[config.mk]
export PLATFORM = sky130hd
export DESIGN_NAME = simon_playback_seq_flat
export DESIGN_NICKNAME = d
export VERILOG_FILES = /design/src/rtl/simon_playback_seq_if.sv /design/src/rtl/simon_playback_seq.sv /design/src/flat_wrapper.sv
export SDC_FILE = /design/constraint.sdc
export NUM_CORES = 1
export LEC_CHECK = 0
export CORE_UTILIZATION = 54
export CTS_CLUSTER_SIZE = 30
export DETAILED_ROUTE_END_ITERATION = 8
export PLACE_DENSITY = 0.9
export SETUP_SLACK_MARGIN = 0.1
export SLEW_MARGIN = 20
export SYNTH_ARGS = -nofsm -noshare
export SYNTH_HDL_FRONTEND = slang
export SYNTH_SLANG_ARGS = --single-unit
export TNS_END_PERCENT = 100
[constraint.sdc]
create_clock -name clk -period 2.05 [get_ports clk]
set_input_delay 0.41 -clock clk [delete_from_list [all_inputs] [get_ports clk]]
set_output_delay 0.41 -clock clk [all_outputs]
set_load 0.01 [all_outputs]
[src/rtl/simon_playback_seq_if.sv]
`default_nettype none
// ============================================================================
// Module   : simon_playback_seq_if
// Brief    : Bundles the timebase, game-FSM handshake, sequence-memory read
//            port and LED drive of the Simon playback sequencer.
// Revision : 1.0 - initial release
// ============================================================================
interface simon_playback_seq_if #(
    parameter int SEQ_AW = 4
);
    logic              tick;
    logic              start;
    logic              abort;
    logic [SEQ_AW:0]   len;
    logic              rd_en;
    logic [SEQ_AW-1:0] rd_addr;
    logic [1:0]        rd_data;
    logic [3:0]        led;
    logic              busy;
    logic              done;

    // Environment side: game FSM, clock divider and sequence memory.
    modport master (
        output tick, start, abort, len, rd_data,
        input  rd_en, rd_addr, led, busy, done
    );

    modport slave (
        input  tick, start, abort, len, rd_data,
        output rd_en, rd_addr, led, busy, done
    );
endinterface
`default_nettype wire

[src/rtl/simon_playback_seq.sv]
`default_nettype none
// ============================================================================
// Module   : simon_playback_seq
// Brief    : Plays back the first len entries of the Simon sequence memory,
//            flashing one LED per entry followed by a dark gap.
// Revision : 1.0 - initial release
// ============================================================================
module simon_playback_seq #(
    parameter int SEQ_AW    = 4,
    parameter int ON_TICKS  = 3,
    parameter int OFF_TICKS = 2
) (
    input  wire logic         clk,
    input  wire logic         reset,
    simon_playback_seq_if.slave bus
);

    typedef enum logic [2:0] {
        S_IDLE  = 3'd0,
        S_FETCH = 3'd1,
        S_LATCH = 3'd2,
        S_ON    = 3'd3,
        S_OFF   = 3'd4,
        S_DONE  = 3'd5
    } state_t;

    localparam logic [7:0]      c_ON_LAST  = 8'(ON_TICKS - 1);
    localparam logic [7:0]      c_OFF_LAST = 8'(OFF_TICKS - 1);
    localparam logic [SEQ_AW:0] c_ONE      = (SEQ_AW+1)'(1);

    state_t            r_state;
    state_t            w_state_nxt;
    // One bit wider than the address so a full-depth run ends without wrapping.
    logic [SEQ_AW:0]   r_idx;
    logic [SEQ_AW:0]   w_idx_nxt;
    logic [SEQ_AW:0]   r_len;
    logic [SEQ_AW:0]   w_len_nxt;
    logic [7:0]        r_cnt;
    logic [7:0]        w_cnt_nxt;
    logic [1:0]        r_data;
    logic [1:0]        w_data_nxt;
    logic [3:0]        r_led;
    logic [3:0]        w_led_nxt;

    always_ff @(posedge clk) begin
        if (!reset) begin
            r_state <= S_IDLE;
            r_idx   <= '0;
            r_len   <= '0;
            r_cnt   <= '0;
            r_data  <= '0;
            r_led   <= '0;
        end else begin
            r_state <= w_state_nxt;
            r_idx   <= w_idx_nxt;
            r_len   <= w_len_nxt;
            r_cnt   <= w_cnt_nxt;
            r_data  <= w_data_nxt;
            r_led   <= w_led_nxt;
        end
    end

    always_comb begin
        w_state_nxt = r_state;
        w_idx_nxt   = r_idx;
        w_len_nxt   = r_len;
        w_cnt_nxt   = r_cnt;
        w_data_nxt  = r_data;
        w_led_nxt   = '0;

        case (r_state)
            S_IDLE: begin
                if (bus.start && !bus.abort) begin
                    w_len_nxt   = bus.len;
                    w_idx_nxt   = '0;
                    w_state_nxt = (bus.len == '0) ? S_DONE : S_FETCH;
                end
            end
            S_FETCH: begin
                w_state_nxt = S_LATCH;
            end
            S_LATCH: begin
                // LED register loads straight from memory so it lights on ON entry.
                w_data_nxt  = bus.rd_data;
                w_cnt_nxt   = '0;
                w_led_nxt   = 4'b0001 << bus.rd_data;
                w_state_nxt = S_ON;
            end
            S_ON: begin
                w_led_nxt = 4'b0001 << r_data;
                if (bus.tick) begin
                    if (r_cnt == c_ON_LAST) begin
                        w_cnt_nxt   = '0;
                        w_led_nxt   = '0;
                        w_state_nxt = S_OFF;
                    end else begin
                        w_cnt_nxt = r_cnt + 8'd1;
                    end
                end
            end
            S_OFF: begin
                if (bus.tick) begin
                    if (r_cnt == c_OFF_LAST) begin
                        w_cnt_nxt = '0;
                        if (r_idx == r_len - c_ONE) begin
                            w_state_nxt = S_DONE;
                        end else begin
                            w_idx_nxt   = r_idx + c_ONE;
                            w_state_nxt = S_FETCH;
                        end
                    end else begin
                        w_cnt_nxt = r_cnt + 8'd1;
                    end
                end
            end
            S_DONE: begin
                w_state_nxt = S_IDLE;
            end
            default: begin
                w_state_nxt = S_IDLE;
            end
        endcase

        if (bus.abort && (r_state != S_IDLE)) begin
            w_state_nxt = S_IDLE;
            w_led_nxt   = '0;
            w_cnt_nxt   = '0;
        end
    end

    assign bus.rd_en   = (r_state == S_FETCH);
    assign bus.rd_addr = r_idx[SEQ_AW-1:0];
    assign bus.busy    = (r_state != S_IDLE);
    assign bus.done    = (r_state == S_DONE);
    assign bus.led     = r_led;

endmodule
`default_nettype wire

[src/flat_wrapper.sv]
// flat-port wrapper written by rule: the top's interface ports become plain ports
module simon_playback_seq_flat 
#(
    parameter int SEQ_AW    = 4,
    parameter int ON_TICKS  = 3,
    parameter int OFF_TICKS = 2
)
  (clk, reset, bus_tick, bus_start, bus_abort, bus_len, bus_rd_data, bus_rd_en, bus_rd_addr, bus_led, bus_busy, bus_done);
  simon_playback_seq_if #(.SEQ_AW(SEQ_AW)) bus_i ();
  input  wire logic clk;
  input  wire logic reset;
  input wire logic [$bits(bus_i.tick)-1:0] bus_tick;
  input wire logic [$bits(bus_i.start)-1:0] bus_start;
  input wire logic [$bits(bus_i.abort)-1:0] bus_abort;
  input wire logic [$bits(bus_i.len)-1:0] bus_len;
  input wire logic [$bits(bus_i.rd_data)-1:0] bus_rd_data;
  output wire logic [$bits(bus_i.rd_en)-1:0] bus_rd_en;
  output wire logic [$bits(bus_i.rd_addr)-1:0] bus_rd_addr;
  output wire logic [$bits(bus_i.led)-1:0] bus_led;
  output wire logic [$bits(bus_i.busy)-1:0] bus_busy;
  output wire logic [$bits(bus_i.done)-1:0] bus_done;
  assign bus_i.tick = bus_tick;
  assign bus_i.start = bus_start;
  assign bus_i.abort = bus_abort;
  assign bus_i.len = bus_len;
  assign bus_i.rd_data = bus_rd_data;
  assign bus_rd_en = bus_i.rd_en;
  assign bus_rd_addr = bus_i.rd_addr;
  assign bus_led = bus_i.led;
  assign bus_busy = bus_i.busy;
  assign bus_done = bus_i.done;
  simon_playback_seq #(.SEQ_AW(SEQ_AW), .ON_TICKS(ON_TICKS), .OFF_TICKS(OFF_TICKS)) u_core (.clk(clk), .reset(reset), .bus(bus_i));
endmodule
**After elaboration in Yosys (flattened, before gate mapping)**

Cells that the tools add are included.

- Register bits: 27
- Input port bits: 12
- Output and inout port bits: 11
- Logic and storage cells: 60

- Add/sub/neg operators: 3
- Eq/ne operators: 14
- Shift-type cells: 2
- Multiplexer cells: 21
- Bitwise operators: 1
- Reduce and logical (&&, ||, !) cells: 13

Operator list:

| kind | count |
|---|---|
| $mux 8 | 4 |
| $pmux 8 s3 | 1 |
| $mux 3 | 7 |
| $mux 5 | 4 |
| $pmux 3 s5 | 1 |
| $pmux 5 s2 | 1 |
| $reduce_and 5->1 | 2 |
| $add 8x1->8 const B | 1 |
| $eq 8x1->1 const B | 1 |
| $eq 8x2->1 const B | 1 |
| $mux 4 | 2 |
| $pmux 4 s2 | 1 |
| $shl 1x2->4 const A | 2 |
| $eq 3x2->1 const B | 2 |
| $eq 3x3->1 const B | 2 |
| $ne 2x1->1 const B | 3 |
| $ne 2x2->1 const B | 3 |
| $reduce_bool 3->1 | 2 |
| $add 5x1->5 const B | 1 |
| $eq 5x5->1 | 1 |
| $logic_not 5->1 | 1 |
| $sub 5x1->5 const B | 1 |
| $eq 3x1->1 const B | 1 |
| $logic_not 3->1 | 1 |
| 7 further kinds | 8 |

**Depth between registers and ports, before layout**

Gate-level depths: netlist (run 1).

- Word-level depth: 6
- Gate-level depth with buffers: 8
- Mapped depth without buffers: 7

**Worst setup path after synthesis (run 1)**

No wires, ideal clock.

- Kind: reg2reg
- From: register u_core.r_len[0]
- To: register u_core.r_idx[4]
- Setup time: 0.125 ns
- Arrival: 1.450 ns
- Data required time: 1.925 ns
- Path slack: 0.475 ns
- Stages on the path, launching flop included: 8
- Buffers on the path: 0
- Clock period less this slack: 1.575 ns
- Cell sequence: dfxtp_1 inv_1 ha_1 a21o_1 a31oi_1 o2bb2ai_4 o211ai_2 o41ai_2

- Word-level cells in the longest chain between the ends: 4

RTL lines:

| what | RTL line | text |
|---|---|---|
| start, declared | simon_playback_seq.sv:36 | `logic [SEQ_AW:0] r_len;` |
| start signal, assigned | simon_playback_seq.sv:56 | `r_len <= w_len_nxt;` |
| $sub 5x1->5 | simon_playback_seq.sv:105 | `if (r_idx == r_len - c_ONE) begin` |
| $eq 5x5->1 | simon_playback_seq.sv:105 |  |
| $ne 2x2->1 (no line) | -- |  |
| $reduce_and 5->1 (no line) | -- |  |
| end signal, assigned | simon_playback_seq.sv:55 | `r_idx <= w_idx_nxt;` |
| end, declared | simon_playback_seq.sv:34 | `logic [SEQ_AW:0] r_idx;` |

Every way passes these cells.
A chain may end at the register's enable or synchronous reset.

**Final worst setup path (run 1)**

- From: register u_core.r_idx[3]
- To: output port bus_rd_addr[3]

RTL lines:

| what | RTL line | text |
|---|---|---|
| end, declared | flat_wrapper.sv:18 | `output wire logic [$bits(bus_i.rd_addr)-1:0] bus_rd_addr;` |

No word-level cell between the ends.

==> impl_results.md, run 1 <==
* Slowest stage delay, CP at 600 ps
* Power Dens Cells at 910.5 mW/mm^2
* Seq. cell area at 546.8 sq um
* Req. time, crit path at 1640 ps
* Synth area leader: dfxtp_1
* Worst-skew pair later-pin latency at 340 ps
* Total wire length at 3573 um
* Distinct cells, synth at 47
* Skew final at 8.236 ps
* Initial DRC Count at 83
* All-Layer GR Usage at 0.2402
* Initial antenna violation count at 0
* Top FF cell, synth: dfxtp_1
* Drt wl/cell at 14.12 um
* Mean Syn Cell Area at 8.199 sq um
* Die height at 56.97 um
* Clk pin slew, worst setup/hold paths at 150 ps
* Critical path class: reg2out
* Worst Hold Class: reg2reg
* Final Hold Fails at 0
* Gp weighted congestion at 0.8872
* Nets at 240
* Setup TNS at 0 ps
* Least-Margin Pin Slew at 413.0 ps
* Grt ovf at 0
* Inst Count DP at 249
* Top cells by area, synth: dfxtp_1 33%, nand3_1 6.4%, nand2_1 5.5%
* Top-count cell post-synth: dfxtp_1
* Crit path max-delay cell type: clkdlybuf4s50_1
* Residual DRC count at 4
* Failing checks: DRC
* Max-slew headroom at 0.7240
* ANT nets after route at 0
* FILL cells at 245
* Post-synthesis cell count at 199
* Syn Nets at 216
* Synthesis-stage register bit count at 27
* Clk buf depth at 2
* Final setup viols at 0
* Die ar. at 0.003245 sq mm
* Worst setup EP type: primary output
* Vias in the first global route at 1353
* RSZ-0062 raised after global routing: no
* Largest net degree at the start of global routing at 16
* Ratio of final minimum period to clock period at 0.9053
* Family with the most delay on the worst path: buffers and inverters
* Slew Limit Fails at 0
* Share of cells above drive strength 1 at 0.1216
* Number of synthesized flops with an enable pin at 0
* Status: finished with violations
* PnR Total Power at 1744 uW
* Htree depth at 1
* Worst setup SP type: flip-flop
* CP Buf/Inv Count at 1
* Crit-path max FO at 7
* Cell Area, Synth at 0.001632 sq mm
* Clock Sinks at 27
* Die width at 56.97 um
* Root Driver: clkbuf_4
* Area growth syn-to-layout at 17.41%
* Setup Buffers After CTS at 0
* Total number of vias at 1491
* Static Leakage at 0.0007163 uW
* Fin cells at 253
* Core ar. at 0.002805 sq mm
* Synthesis Warnings at 0
* DRT Pass-1 Iters at 6
* Crit path DAT at 1450 ps
* Starting Density at 0.5816
* Detailed placer's ending HPWL at 2711 um
* MaxCap Viol Count at 0
* Footprint of the multi-input gates at 992.2 sq um
* Hold buffers post-CTS at 0
* Tmin final at 1856 ps
* Async set-reset flop share out of synthesis at 0
* Num CTS Buffers at 3
* Seq/Total Area, Yosys at 0.3313
* Num rows at 19
* # diodes at 0
* Top cells by count, synth: 27 x dfxtp_1, 24 x nand2_1, 21 x nand3_1
* Worst-path cell chain: clkdlybuf4s50_1
* Yosys top cell area share at 0.3313
* IO buf count at 22
* Global-route wire length before repair at 6023 um
* I/O Pins at 23
* CTS tree: yes
* Vias per inst at 5.893
* Peak Freq at 538.9 MHz
* Worst ir drop on vdd at 482.3 uV
==> layout by cell type (no fill, tap or decap), drive strengths merged, types with 2 or more instances in the layout <==
master,n
a21boi,7
nor2,18
nor3b,3
nand2b,3
clkbuf,3
ha,5
nand3b,6
and3,4
a21oi,14
dlygate4sd2,2
nor3,5
a21o,2
xnor2,2
o21ai,9
a211oi,2
a31oi,4
xor2,4
nor4,2
nor2b,2
o211ai,2
nand2,24
nand3,22
dfxtp,27
inv,8
nand4,2
clkdlybuf4s50,19
buf,8
==> routing by layer <==
metal,part of all wire,global-route usage,vias to the layer above
met5,0,0,-
met2,0.50,0.4235,28
met3,0.024,0.03401,8
met4,0.022,0.1220,0
met1,0.46,0.2841,700
li1,-,-,755
==> final timing paths <==
path	cells past startpoint	to	startpoint	slack (ps)
worst max-delay path	1	bus_rd_addr[3]	u_core.r_idx[3]	190
worst min-delay path	2	u_core.r_len[1]	u_core.r_len[1]	500
worst min register to register	2	u_core.r_len[1]	u_core.r_len[1]	500
worst max register to register	6	u_core.r_idx[4]	u_core.r_len[0]	290
==> registers in the layout (all words and copies together) (netlist names) <==
register	cells
u_core.r_data	2
u_core.r_len	5
u_core.bus.led	4
u_core.r_cnt	8
u_core.r_state	3
u_core.r_idx	5
==> cell type report <==
class	instances	area share
clock inverter	1	0.002613
sequential	27	0.2854
timing repair buffer	30	0.1463
clock buffer	3	0.01176
multi-input combinational	153	0.5180
tap	31	0.02025
inverter	8	0.01568
==> worst reg2reg max path, cell delays in order, from the launching register on <==
cell       delay [ps]
dfxtp_1           410
inv_1              60
ha_1              230
a21o_1            160
a31oi_1           340
o2bb2ai_4         180
o41ai_2           310
==> repair_timing <==
item / in CTS / in global routing
endpoints found under the setup margin: 3 / 2
gates resized for setup: 6 / 2
pin swaps: 0 / 0
==> through the flow <==
step / hold slack, ps / setup slack (ps) / utilization / cell area, sq um
final: 499.4 / 194.2 / 0.6829 / 1916
after global routing: 542.1 / 142.9 / 0.6829 / 1916
after CTS: 501.5 / 85.64 / 0.6802 / 1908
after detailed placement: 482.6 / 182.2 / 0.6690 / 1877
after global placement: 468.7 / 205.1 / 0.6690 / 1877
after floorplan: 456.8 / 475.2 / - / 1632
==> power breakdown <==
group	switching, uW	leakage (uW)	internal (uW)
logic	479	0.000479	356
clock network	165	0.0000177	73.6
registers	81.0	0.000220	590
total	724	0.000716	1020
==> cells by family after synthesis <==
group	synth area share
adders and majority gates	0.03834
DFF	0.3313
and+or+nand+nor	0.3221
buffers and inverters	0.06365
muxes	0.006135
xor gates and xnor gates	0.03221
AOI/OAI and AO/OA	0.2063
Power figures use the tool's default switching activity.
==> inputs of run 2 (changes only) <==
--- a/config.mk
+++ b/config.mk
@@ -5,6 +5,7 @@
 export SDC_FILE = /design/constraint.sdc
 export NUM_CORES = 1
 export LEC_CHECK = 0
+export CORE_MARGIN = 2
 export CORE_UTILIZATION = 54
 export CTS_CLUSTER_SIZE = 30
 export DETAILED_ROUTE_END_ITERATION = 8
==> run 2 against run 1 <==
  * Clock skew decreased by 6.2 ps
  * Worst setup slack improved by 27 ps
  * The flow still finishes with violations (DRC)
  * Clock-buffer cell count increased by 1
  * First-iteration DRC count decreased by 3.6%
  * Critical endpoint unchanged
==> impl_results.md, run 2 (synthesis gave the netlist of run 1 again) <==
* Starting Density at 0.5816 (unchanged)
* Power Dens Cells at 908.4 mW/mm^2 (was 910.5 mW/mm^2)
* Max-slew headroom at 0.6946 (was 0.7240)
* Num CTS Buffers at 3 (unchanged)
* Share of cells above drive strength 1 at 0.1211 (was 0.1216)
* Final Hold Fails at 0 (unchanged)
* Commonest cells after routing, fill and taps aside: 24 x nand2_1, 24 x dfxtp_1, 21 x nand3_1, 19 x clkdlybuf4s50_1, 16 x nor2_1 (unchanged)
* Crit-path max FO at 7 (unchanged)
* Nets at 241 (was 240)
* # diodes at 0 (unchanged)
* Clock Sinks at 27 (unchanged)
* Global-route wire length before repair at 6023 um (unchanged)
* Num rows at 19 (unchanged)
* Total number of vias at 1477 (was 1491)
* Crit path max-delay cell type: clkdlybuf4s50_1 (unchanged)
* Static Leakage at 0.0007062 uW (was 0.0007163 uW)
* CTS tree: yes (unchanged)
* Worst Hold Class: reg2reg (unchanged)
* I/O Pins at 23 (unchanged)
* Initial antenna violation count at 0 (unchanged)
* Clk pin slew, worst setup/hold paths at 140 ps (was 150 ps)
* Clk buf depth at 2 (unchanged)
* Setup TNS at 0 ps (unchanged)
* Setup Buffers After CTS at 0 (unchanged)
* Pre-CTS setup slack at 134.9 ps (was 182.2 ps)
* Residual DRC count at 2 (was 4)
* Peak Freq at 546.7 MHz (was 538.9 MHz)
* Worst setup EP type: primary output (unchanged)
* Hold buffers post-CTS at 0 (unchanged)
* Tmin final at 1829 ps (was 1856 ps)
* Largest Register: u_core.r_cnt (unchanged)
* Core ar. at 0.002805 sq mm (unchanged)
* Max reg flops at 8 (unchanged)
* Initial DRC Count at 80 (was 83)
* Vias per inst at 5.815 (was 5.893)
* Detailed placer's ending HPWL at 2551 um (was 2711 um)
* Area growth syn-to-layout at 17.71% (was 17.41%)
* FILL cells at 236 (was 245)
* Worst-skew pair later-pin latency at 330 ps (was 340 ps)
* Req. time, crit path at 1640 ps (about the same)
* Failing checks: DRC (unchanged)
* Die height at 58.97 um (was 56.97 um)
* Skew final at 2.052 ps (was 8.236 ps)
* Fin cells at 254 (was 253)
* Total wire length at 3431 um (was 3573 um)
* Grt ovf at 0 (unchanged)
* Gp weighted congestion at 0.8886 (was 0.8872)
* IO buf count at 22 (unchanged)
* Largest net degree at the start of global routing at 15 (was 16)
* Post-DP Area at 0.001884 sq mm (was 0.001877 sq mm)
* Ratio of final minimum period to clock period at 0.8922 (was 0.9053)
* Worst setup SP type: flip-flop (unchanged)
* Root Driver: clkbuf_4 (unchanged)
* MaxCap Viol Count at 0 (unchanged)
* CP Buf/Inv Count at 1 (unchanged)
* Crit path DAT at 1420 ps (was 1450 ps)
* Status: finished with violations (unchanged)
* Final setup viols at 0 (unchanged)
* Worst-path cell chain: clkdlybuf4s50_1 (unchanged)
* Family with the most delay on the worst path: buffers and inverters (unchanged)
* Slowest stage delay, CP at 590 ps (was 600 ps)
* Layout Cell Area excl Fill at 0.001921 sq mm (was 0.001916 sq mm)
* Inst Count DP at 250 (was 249)
* Worst ir drop on vdd at 499.1 uV (was 482.3 uV)
* Least-Margin Pin Slew at 455.3 ps (was 413.0 ps)
* Die ar. at 0.003477 sq mm (was 0.003245 sq mm)
* Drt wl/cell at 13.51 um (was 14.12 um)
* Critical path class: reg2out (unchanged)
* Vias in the first global route at 1333 (was 1353)
* RSZ-0062 raised after global routing: no (unchanged)
* Setup ws final at 221.0 ps (was 194.2 ps)
* Die width at 58.97 um (was 56.97 um)
* Slew Limit Fails at 0 (unchanged)
* DRT Pass-1 Iters at 6 (unchanged)
* ANT nets after route at 0 (unchanged)
* Largest regs: u_core.r_cnt x8, u_core.r_idx x5, u_core.r_len x5 (unchanged)
* All-Layer GR Usage at 0.2206 (was 0.2402)
* Htree depth at 1 (unchanged)
run 2: cell types whose count changed in the layout (fill, tap and decap cells not counted):
cell            previous run  this run
buf_4                      8         9
clkbuf_1                   0         1
clkinv_2                   1         0
dfxtp_2                    2         1
dfxtp_4                    1         2
dlygate4sd2_1              2         3
dlymetal6s2s_1             1         0
run 2: worst reg2reg max path: cells and delay by family (launching register included):
family	cells	cell delay (ps)
AOI/OAI and AO/OA	5	920
buffers and inverters	1	60
adders and majority gates	1	230
DFF	1	420
run 2: timing repair:
item	in CTS	in global routing
gates cloned	0	0
resized for setup	8	1
endpoints found under the setup margin	3	2
run 2: power breakdown:
group / internal [uW] / total (uW) / switching, uW / leakage (uW)
Sequential: 592 / 682 / 90.9 / 0.000220
Clock: 76.4 / 235 / 159 / 0.0000150
Combinational: 352 / 827 / 475 / 0.000471
run 2: layer usage:
| layer | track usage | share of wire |
|---|---|---|
| met3 | 0.03956 | 0.046 |
| met4 | 0.07143 | 0.016 |
| met5 | 0 | 0 |
| met2 | 0.3508 | 0.47 |
| met1 | 0.3022 | 0.47 |
run 2: path summary, 6_finish.rpt:
| kind | startpoint | end | slack, ps | cells after the start |
|---|---|---|---|---|
| setup / recovery | u_core.r_idx[3] | bus_rd_addr[3] | 220 | 1 |
| hold / removal | u_core.r_len[4] | u_core.r_len[4] | 500 | 2 |
| setup reg to reg | u_core.r_len[0] | u_core.r_idx[4] | 320 | 7 |
| hold reg to reg | u_core.r_len[4] | u_core.r_len[4] | 500 | 2 |
run 2: cell type report:
type                    count  area, sq um  area share
flip-flops and latches     27        549.3      0.2860
clock buffers               4        26.28     0.01368
repair buffers             31        284.0      0.1479
inverters                   8        30.03     0.01564
well taps                  31        38.79     0.02020
multi-input cells         153        992.2      0.5166
run 2: per-stage QoR:
step | utilization | power, uW | hold WS (ps)
after floorplan | - | 1242 | 456.8
after global placement | 0.6717 | 1483 | 467.7
after detailed placement | 0.6717 | 1508 | 481.5
after CTS | 0.6829 | 1728 | 500.5
after global routing | 0.6847 | 1862 | 534.2
final | 0.6847 | 1745 | 496.2
